### src/rtl/motor_drive_ctrl.sv
// -----------------------------------------------------------------------------
// motor_drive_ctrl
//
// Soft-start / soft-stop motor drive controller. A start pulse from the
// upstream grant FSM arms the block; once the grant level is seen the duty
// ramps up one LSB every STEP_CYCLES clocks until DUTY_MAX, holds there,
// and ramps back down to zero on an operator stop. Losing the grant while
// the motor is energised, or never receiving it while armed, latches a
// fault that only reset clears.
//
// Ports
//   clk         in   1        single clock, rising edge
//   resetn      in   1        asynchronous active-low reset
//   f           in   1        one-cycle start pulse (honoured only in IDLE)
//   g           in   1        grant level, high = motor permitted
//   stop        in   1        operator stop request, level
//   pwm_out     out  1        registered PWM drive, (pwm_cnt < duty)
//   duty        out  PWM_BITS current duty value
//   running     out  1        high in RUN
//   busy        out  1        high in ARMED, RAMP, RUN, RDOWN
//   fault       out  1        high in FAULT
//   fault_code  out  2        00 none, 01 grant timeout, 10 grant lost
// -----------------------------------------------------------------------------
module motor_drive_ctrl #(
    parameter int PWM_BITS    = 8,
    parameter int DUTY_MAX    = 255,
    parameter int STEP_CYCLES = 16,
    parameter int G_TIMEOUT   = 64
) (
    input  logic                clk,
    input  logic                resetn,
    input  logic                f,
    input  logic                g,
    input  logic                stop,
    output logic                pwm_out,
    output logic [PWM_BITS-1:0] duty,
    output logic                running,
    output logic                busy,
    output logic                fault,
    output logic [1:0]          fault_code
);

    localparam int STEP_W = (STEP_CYCLES > 1) ? $clog2(STEP_CYCLES) : 1;
    localparam int TMR_W  = (G_TIMEOUT > 1) ? $clog2(G_TIMEOUT) : 1;

    localparam logic [PWM_BITS-1:0] DUTY_FULL = PWM_BITS'(DUTY_MAX);
    localparam logic [STEP_W-1:0]   STEP_LAST = STEP_W'(STEP_CYCLES - 1);
    localparam logic [TMR_W-1:0]    TMR_LAST  = TMR_W'(G_TIMEOUT - 1);

    localparam logic [1:0] CODE_NONE    = 2'b00;
    localparam logic [1:0] CODE_TIMEOUT = 2'b01;
    localparam logic [1:0] CODE_LOST    = 2'b10;

    typedef enum logic [2:0] {
        S_IDLE,
        S_ARMED,
        S_RAMP,
        S_RUN,
        S_RDOWN,
        S_FAULT
    } state_t;

    state_t              state;
    state_t              state_nxt;
    logic [PWM_BITS-1:0] duty_nxt;
    logic [STEP_W-1:0]   step_cnt;
    logic [STEP_W-1:0]   step_nxt;
    logic [TMR_W-1:0]    timer;
    logic [TMR_W-1:0]    timer_nxt;
    logic [1:0]          code_q;
    logic [1:0]          code_nxt;
    logic [PWM_BITS-1:0] pwm_cnt;
    logic                step_wrap;
    logic [PWM_BITS-1:0] duty_up_v;
    logic [PWM_BITS-1:0] duty_dn_v;

    // Saturating one-LSB increment; duty can never pass the full-run value.
    function automatic logic [PWM_BITS-1:0] duty_up(input logic [PWM_BITS-1:0] d);
        return (d >= DUTY_FULL) ? DUTY_FULL : d + PWM_BITS'(1);
    endfunction

    // Floor-at-zero one-LSB decrement.
    function automatic logic [PWM_BITS-1:0] duty_dn(input logic [PWM_BITS-1:0] d);
        return (d == '0) ? '0 : d - PWM_BITS'(1);
    endfunction

    // ---- control state register -------------------------------------------
    always_ff @(posedge clk or negedge resetn) begin
        if (!resetn) begin
            state    <= S_IDLE;
            duty     <= '0;
            step_cnt <= '0;
            timer    <= '0;
            code_q   <= CODE_NONE;
        end else begin
            state    <= state_nxt;
            duty     <= duty_nxt;
            step_cnt <= step_nxt;
            timer    <= timer_nxt;
            code_q   <= code_nxt;
        end
    end

    // ---- next-state / datapath decode -------------------------------------
    always_comb begin
        state_nxt = state;
        duty_nxt  = duty;
        step_nxt  = step_cnt;
        timer_nxt = timer;
        code_nxt  = code_q;
        step_wrap = (step_cnt == STEP_LAST);
        duty_up_v = duty_up(duty);
        duty_dn_v = duty_dn(duty);

        case (state)
            S_IDLE: begin
                if (f) begin
                    state_nxt = S_ARMED;
                    timer_nxt = '0;
                end
            end

            S_ARMED: begin
                // Grant wins over stop and over the timeout, so a grant that
                // arrives on the last permitted cycle is still accepted.
                if (g) begin
                    state_nxt = S_RAMP;
                    step_nxt  = '0;
                end else if (stop) begin
                    state_nxt = S_IDLE;
                end else if (timer == TMR_LAST) begin
                    state_nxt = S_FAULT;
                    code_nxt  = CODE_TIMEOUT;
                end else begin
                    timer_nxt = timer + TMR_W'(1);
                end
            end

            S_RAMP: begin
                if (!g) begin
                    state_nxt = S_FAULT;
                    code_nxt  = CODE_LOST;
                    duty_nxt  = '0;
                end else if (stop) begin
                    state_nxt = S_RDOWN;
                    step_nxt  = '0;
                end else if (step_wrap) begin
                    step_nxt = '0;
                    duty_nxt = duty_up_v;
                    if (duty_up_v == DUTY_FULL) begin
                        state_nxt = S_RUN;
                    end
                end else begin
                    step_nxt = step_cnt + STEP_W'(1);
                end
            end

            S_RUN: begin
                duty_nxt = DUTY_FULL;
                if (!g) begin
                    state_nxt = S_FAULT;
                    code_nxt  = CODE_LOST;
                    duty_nxt  = '0;
                end else if (stop) begin
                    state_nxt = S_RDOWN;
                    step_nxt  = '0;
                end
            end

            S_RDOWN: begin
                // Stop is no longer looked at: a ramp-down always finishes.
                if (!g) begin
                    state_nxt = S_FAULT;
                    code_nxt  = CODE_LOST;
                    duty_nxt  = '0;
                end else if (duty == '0) begin
                    // Stopped in RAMP before the first step: nothing to ramp.
                    state_nxt = S_IDLE;
                end else if (step_wrap) begin
                    step_nxt = '0;
                    duty_nxt = duty_dn_v;
                    if (duty_dn_v == '0) begin
                        state_nxt = S_IDLE;
                    end
                end else begin
                    step_nxt = step_cnt + STEP_W'(1);
                end
            end

            S_FAULT: begin
                duty_nxt = '0;
            end

            default: begin
                state_nxt = S_IDLE;
                duty_nxt  = '0;
            end
        endcase
    end

    // ---- PWM generation: free-running counter, registered compare ---------
    always_ff @(posedge clk or negedge resetn) begin
        if (!resetn) begin
            pwm_cnt <= '0;
            pwm_out <= 1'b0;
        end else begin
            pwm_cnt <= pwm_cnt + PWM_BITS'(1);
            pwm_out <= (pwm_cnt < duty);
        end
    end

    // Status is decoded from registered state only. code_q is written only
    // on entry to FAULT, but is gated anyway so it reads 00 elsewhere.
    assign running    = (state == S_RUN);
    assign busy       = (state == S_ARMED) || (state == S_RAMP) ||
                        (state == S_RUN)   || (state == S_RDOWN);
    assign fault      = (state == S_FAULT);
    assign fault_code = (state == S_FAULT) ? code_q : CODE_NONE;

endmodule

### config.mk
export PLATFORM = sky130hd
export DESIGN_NAME = motor_drive_ctrl
export DESIGN_NICKNAME = d
export VERILOG_FILES = /design/src/rtl/motor_drive_ctrl.sv
export SDC_FILE = /design/constraint.sdc
export NUM_CORES = 1
export LEC_CHECK = 0
export CORE_MARGIN = 10
export CORE_UTILIZATION = 52
export DETAILED_ROUTE_END_ITERATION = 12
export PLACE_DENSITY_LB_ADDON = 0.2
export SLEW_MARGIN = 30
export SYNTH_ARGS = -nofsm -noshare
export SYNTH_HDL_FRONTEND = slang
export SYNTH_SLANG_ARGS = --single-unit
### constraint.sdc
create_clock -name clk -period 1.9 [get_ports clk]
set_clock_uncertainty 0.2 [all_clocks]
set_input_delay 0.285 -clock clk [delete_from_list [all_inputs] [get_ports clk]]
set_output_delay 0.285 -clock clk [all_outputs]
set_load 0.05 [all_outputs]
**Word-level counts from Yosys, hierarchy flattened**

Cells that the tools add are included.

- Word-level logic and storage cells: 107
- Output and inout bits: 14
- Register bits: 32
- Bits of input ports: 5

- Reduce and logical (&&, ||, !) cells: 16
- Multiplexer cells: 45
- Order comparisons: 2
- Bitwise logic cells: 2
- Add/subtract/negate cells: 5
- Equality and inequality tests: 30

Operator list:

| operator | number |
|---|---|
| 2-to-1 mux 8 bit | 9 |
| 2-to-1 mux 3 bit | 14 |
| 2-to-1 mux 4 bit | 8 |
| one-hot mux 8 bit (4 select lines) | 1 |
| 2-to-1 mux 6 bit | 4 |
| != test 2 bit, second input constant | 12 |
| != test 4 bit, second input constant | 5 |
| one-hot mux 3 bit (6 select lines) | 1 |
| adder 8 x 1 -> 8 bit, second input constant | 2 |
| logical NOT 8 bit | 2 |
| one-hot mux 4 bit (4 select lines) | 1 |
| != test 3 bit, second input constant | 5 |
| AND reduction 5 bit | 3 |
| one-hot mux 6 bit (2 select lines) | 1 |
| 2-to-1 mux 2 bit | 5 |
| == test 8 bit, second input constant | 1 |
| >= comparator 8 bit, second input constant | 1 |
| less-than comparator 8 bit | 1 |
| AND reduction 8 bit | 1 |
| subtractor 8 x 1 -> 8 bit, second input constant | 1 |
| AND reduction 7 bit | 1 |
| adder 6 x 1 -> 6 bit, second input constant | 1 |
| == test 3 x 2 -> 1 bit, second input constant | 2 |
| == test 3 bit, second input constant | 2 |
| 12 further kinds | 16 |

**Depth between registers and ports, before layout**

- Depth in word-level cells: 8
- Mapped depth: 9
- Mapped depth without buffers: 8

**Worst setup path after synthesis**

No wires, ideal clock.

- Path type: reg-to-reg
- Start: reg duty[0]
- End: reg duty[0]
- Required time: 1.554 ns
- Buffers on the path: 1
- Slack: -0.560 ns
- Setup time: 0.146 ns
- Cell stages (with the launch flop): 10
- Arrival: 2.115 ns
- Cell sequence: dfrtp_1 > inv_1 > ha_1 > nor2b_1 > a31oi_1 > nor2_1 > o221ai_2 > buf_6 > a21oi_1 > o21bai_1

- Longest elaborated chain between the ends: 6

Ends and longest elaborated chain:

| element | RTL line | text |
|---|---|---|
| start, declared | 36 | `output logic [PWM_BITS-1:0] duty,` |
| start signal, assigned | 97 | `duty <= duty_nxt;` |
| subtractor 8 x 1 -> 8 bit (tied with other cells) | 84 | `return (d == '0) ? '0 : d - PWM_BITS'(1);` |
| 2-to-1 mux 8 bit, on equally long branches | 84, 79 |  |
| 2-to-1 mux 8 bit, on equally long branches | 179, 147 |  |
| 2-to-1 mux 8 bit, on equally long branches | 176, 144 |  |
| 2-to-1 mux 8 bit, on equally long branches | 172, 140 |  |
| one-hot mux 8 bit (4 select lines) | 115 | `case (state)` |

Several ways; a longest one is shown, not always the timed one. The select of a mux whose other input is x is not followed.
A chain may end at the register's enable or synchronous reset.

**Worst setup path in the final report**

- Start: reg state[2]
- End: reg state[0]

- Longest elaborated chain between the ends: 3

Ends and longest elaborated chain:

| element | RTL line | text |
|---|---|---|
| start, declared | 63 | `state_t state;` |
| start signal, assigned | 96 | `state <= state_nxt;` |
| == test 3 bit (tied with other cells) | 115 |  |
| != test 4 bit (no source line) (tied with other cells) | - |  |
| AND reduction 8 bit (no source line) | - |  |

Several ways; a longest one is shown, not always the timed one.

==> summary.md <==
| Metric | Value |
|---|---|
| Status | `complete, but fails checks` |
| Failing checks | `negative setup slack` |
| Slowest-stage cell, CP | `dfrtp_2` |
| Slowest cell delay on critical path | `approximately 0.47 ns` |
| CP Data Required Time | `1.89 ns` |
| Fin crit share | `1.11` |
| Reg2reg path depth | `6` |
| Area Overhead vs Synth | `59.7%` |
| Pin count of the biggest net entering global routing | `33` |
| Hold Crit Class | `in2async` |
| Final hold viol count | `0` |
| Die X | `~86 um` |
| Initial DRC count | `200` |
| Initial antenna violation count | `0` |
| Initial cell density of the core | `0.533` |
| ANT nets after route | `0` |
| Cells along the critical path | `buf_6, nand2b_2, a211oi_4, o21bai_4, and4b_2, o211a_1` |
| CTS tree | `yes` |
| Share of cells above drive strength 1 | `0.451` |
| RR Endpoint | `state[0]$_DFFE_PN0P_` |
| Reg clk slew, reported paths | `about 0.080 ns` |
| DRC viols | `0` |
| Placed cells | `~380` |
| Post-synth EDFFs | `0` |
| Setup crit end kind | `flop` |
| Setup violations, final | `20` |
| Worst-Skew Late Latency | `roughly 0.3 ns` |
| Port Buffers | `18` |
| Antenna Cells | `0` |
| Total grt overflow | `0` |
| RSZ-0062 raised after global routing | `true` |
| Static leakage | `1.63 nW` |
| Peak VDD IR | `between 0.9 and 1 mV` |
| Row count | `24` |
| Slew margin rel. | `0.711` |
| Core ar. | `4290 um2` |
| Commonest non-fill, non-tap cell in the layout | `buf_4` |
| WP data arrival | `around 2.1 ns` |
| Number of buffers created by CTS | `5` |
| Final HPWL DP | `around 4700 um` |
| Least-Margin Pin Slew | `about 0.43 ns` |
| Gpl congestion | `0.899` |
| Vias in the first global route | `~2.5k` |
| Register area share after synthesis | `0.350` |
| Num ports | `19` |
| H-tree depth reported by CTS | `2` |
| Final wirelength | `between 8000 and 9000 um` |
| Reg2reg start | `state[2]$_DFFE_PN0P_` |
| DR WL/cell | `approximately 20 um` |
| Clock Sinks | `32` |
| Post-synth ARST share | `1.00` |
| Ys flop type | `dfrtp_1` |
| Vias | `approximately 2.6k` |
| Layout Cells excl Fill | `411` |
| Clock buffer depth | `2` |
| Setup CP Type | `reg2reg` |
| Post-Synthesis Cell Area | `between 2000 and 2500 um2` |
| CP endpoint | `state[0]$_DFFE_PN0P_` |
| Fmax | `475 MHz` |
| Max_cap viols | `0` |
| Slew Viols, Final | `0` |
| Pwr dens | `~1700 nW/um2` |
| Root buffer cell | `clkbuf_8` |
| Hold buffer count at cts | `0` |
| CP Max Fanout | `5` |
| Post-layout min period | `2.11 ns` |
| Startpoint types | `flop` |
| Final #Nets | `~380` |
| Die height | `roughly 86 um` |
| Synth Register Bits | `32` |
| Tot Pwr | `slightly above 0.006 W` |
| Post-Syn Instances | `~260` |
| Global-route wire length before repair | `12,300 um` |
| Warning count from the yosys run | `0` |
| Synthesized Nets | `approximately 280` |
| R2R Setup Slk | `-0.21 ns` |
| Buf/Inv on CP | `1` |
| Most frequent cells in the layout | `69 x buf_4, 22 x dfrtp_1, 19 x nand2_1, 19 x o21ai_0, 18 x nor2_1` |
| Synth unique cells | `between 50 and 60` |
| Vias per inst | `around 6.3` |
| Critical path depth | `6` |
| Top cell family by delay on the critical path | `compound AO/OA/AOI/OAI gates` |
| Final WS setup | `-0.206 ns` |
| Die area | `around 7500 um2` |
| Total track usage | `0.201` |
| Router iterations before antenna repair | `4` |
| Syn Area/Cell | `approximately 8.7 um2` |
| CP Launch Point | `state[2]$_DFFE_PN0P_` |
| Count of filler cells inserted in the layout | `between 200 and 250` |
==> through the flow <==
step | util | setup TNS [ns] | hold slack, ns | instance area, um2 | setup slack, ns
2_1_floorplan | - | -1.82 | -0.211 | 2350 | -0.218
3_3_place_gp | 0.703 | -4.90 | 0.271 | 3020 | -0.334
3_5_place_dp | 0.703 | -5.87 | 0.280 | 3020 | -0.376
4_1_cts | 0.794 | -0.271 | 0.203 | 3410 | -0.0847
5_1_grt | 0.851 | -3.38 | 0.224 | 3650 | -0.271
6_report | 0.851 | -1.66 | 0.188 | 3650 | -0.206
==> layout make-up <==
type	count	area [um2]	share of cell area
clock inverters	3	42.5	0.0116
multi-input cells	209	1690	0.462
flip-flops and latches	32	813	0.223
well taps	52	65.1	0.0178
repair buffers	97	917	0.251
clock buffers	5	68.8	0.0188
inverters	13	58.8	0.0161
==> sequential cells by signal (all words and copies together) (netlist names) <==
register and flops:
state 3, pwm_cnt 8, step_cnt 4, pwm_out 1, code_q 2, duty 8, timer 6
==> cell usage after synthesis, drive strengths merged, types with 2 or more instances <==
master  instances  share of area
nand2b          6          0.016
nand3b          2         0.0066
o21bai          2         0.0082
mux2i           4          0.018
dfrtp          32           0.35
o41ai           2         0.0077
ha             13          0.071
o21a            2         0.0066
nor2           23          0.039
xnor2           8          0.031
xor2            7          0.027
o31ai           3         0.0098
a21o            2         0.0066
a31oi           4          0.014
buf             8          0.026
clkbuf          3         0.0049
a21oi          11          0.024
o21ai          36          0.080
and3            5          0.014
nand2          24          0.039
a211oi          2         0.0088
inv            12          0.020
nor3            9          0.022
nand3          13          0.028
nor2b           3         0.0082
and2b           2         0.0077
nand4           5          0.014
a22o            4          0.015
a211o           2         0.0077
==> worst min path at each step <==
| stage | slack [ns] | startpoint | cells past startpoint | end |
|---|---|---|---|---|
| 3_3_place_gp | 0.27 | pwm_cnt[7]$_DFF_PN0_ | 1 | pwm_cnt[7]$_DFF_PN0_ |
| 2_1_floorplan | -0.21 | resetn | 0 | code_q[0]$_DFFE_PN0P_ |
| 3_5_place_dp | 0.28 | pwm_cnt[7]$_DFF_PN0_ | 1 | pwm_cnt[7]$_DFF_PN0_ |
| 5_1_grt | 0.22 | resetn | 2 | duty[6]$_DFFE_PN0P_ |
| 4_1_cts | 0.20 | resetn | 2 | duty[6]$_DFFE_PN0P_ |
| 6_report | 0.19 | resetn | 2 | step_cnt[2]$_DFFE_PN0P_ |
==> logic make-up after synthesis <==
| logic type | Yosys count | synth area share |
|---|---|---|
| compound gates | 78 | 0.221 |
| xor+xnor | 15 | 0.0574 |
| fa+ha+maj | 13 | 0.0711 |
| buf+inv | 24 | 0.0520 |
| flops | 32 | 0.350 |
| mux | 4 | 0.0175 |
| simple gates | 98 | 0.231 |
==> where the power goes <==
| part | switching [W] | internal [W] | total (W) |
|---|---|---|---|
| Clock | 0.000307 | 0.000388 | 0.000695 |
| Combinational | 0.00235 | 0.00205 | 0.00440 |
| Sequential | 0.000165 | 0.000824 | 0.000989 |
| Total | 0.00283 | 0.00326 | 0.00609 |
==> what timing repair did <==
item	CTS	global route
gates resized for setup	47	36
pin swaps	15	16
setup endpoints to repair	21	26
buffers inserted	9	12
gates cloned	1	0
==> routing by layer <==
metal,vias up,part of all wire,GRT usage
li1,1138,-,-
met1,1257,0.36,0.226
met2,142,0.51,0.338
met3,49,0.074,0.0507
met4,0,0.055,0.112
met5,-,0,0
==> worst reg2reg max path: cells and delay by family (launching register included) <==
family / cells / cell delay (ns)
flip-flops: 1 / 0.47
AO/OA/AOI/OAI: 3 / 0.68
AND/OR/NAND/NOR: 2 / 0.49
buffers and inverters: 1 / 0.16
No activity file was read; power rests on OpenSTA's default activity.
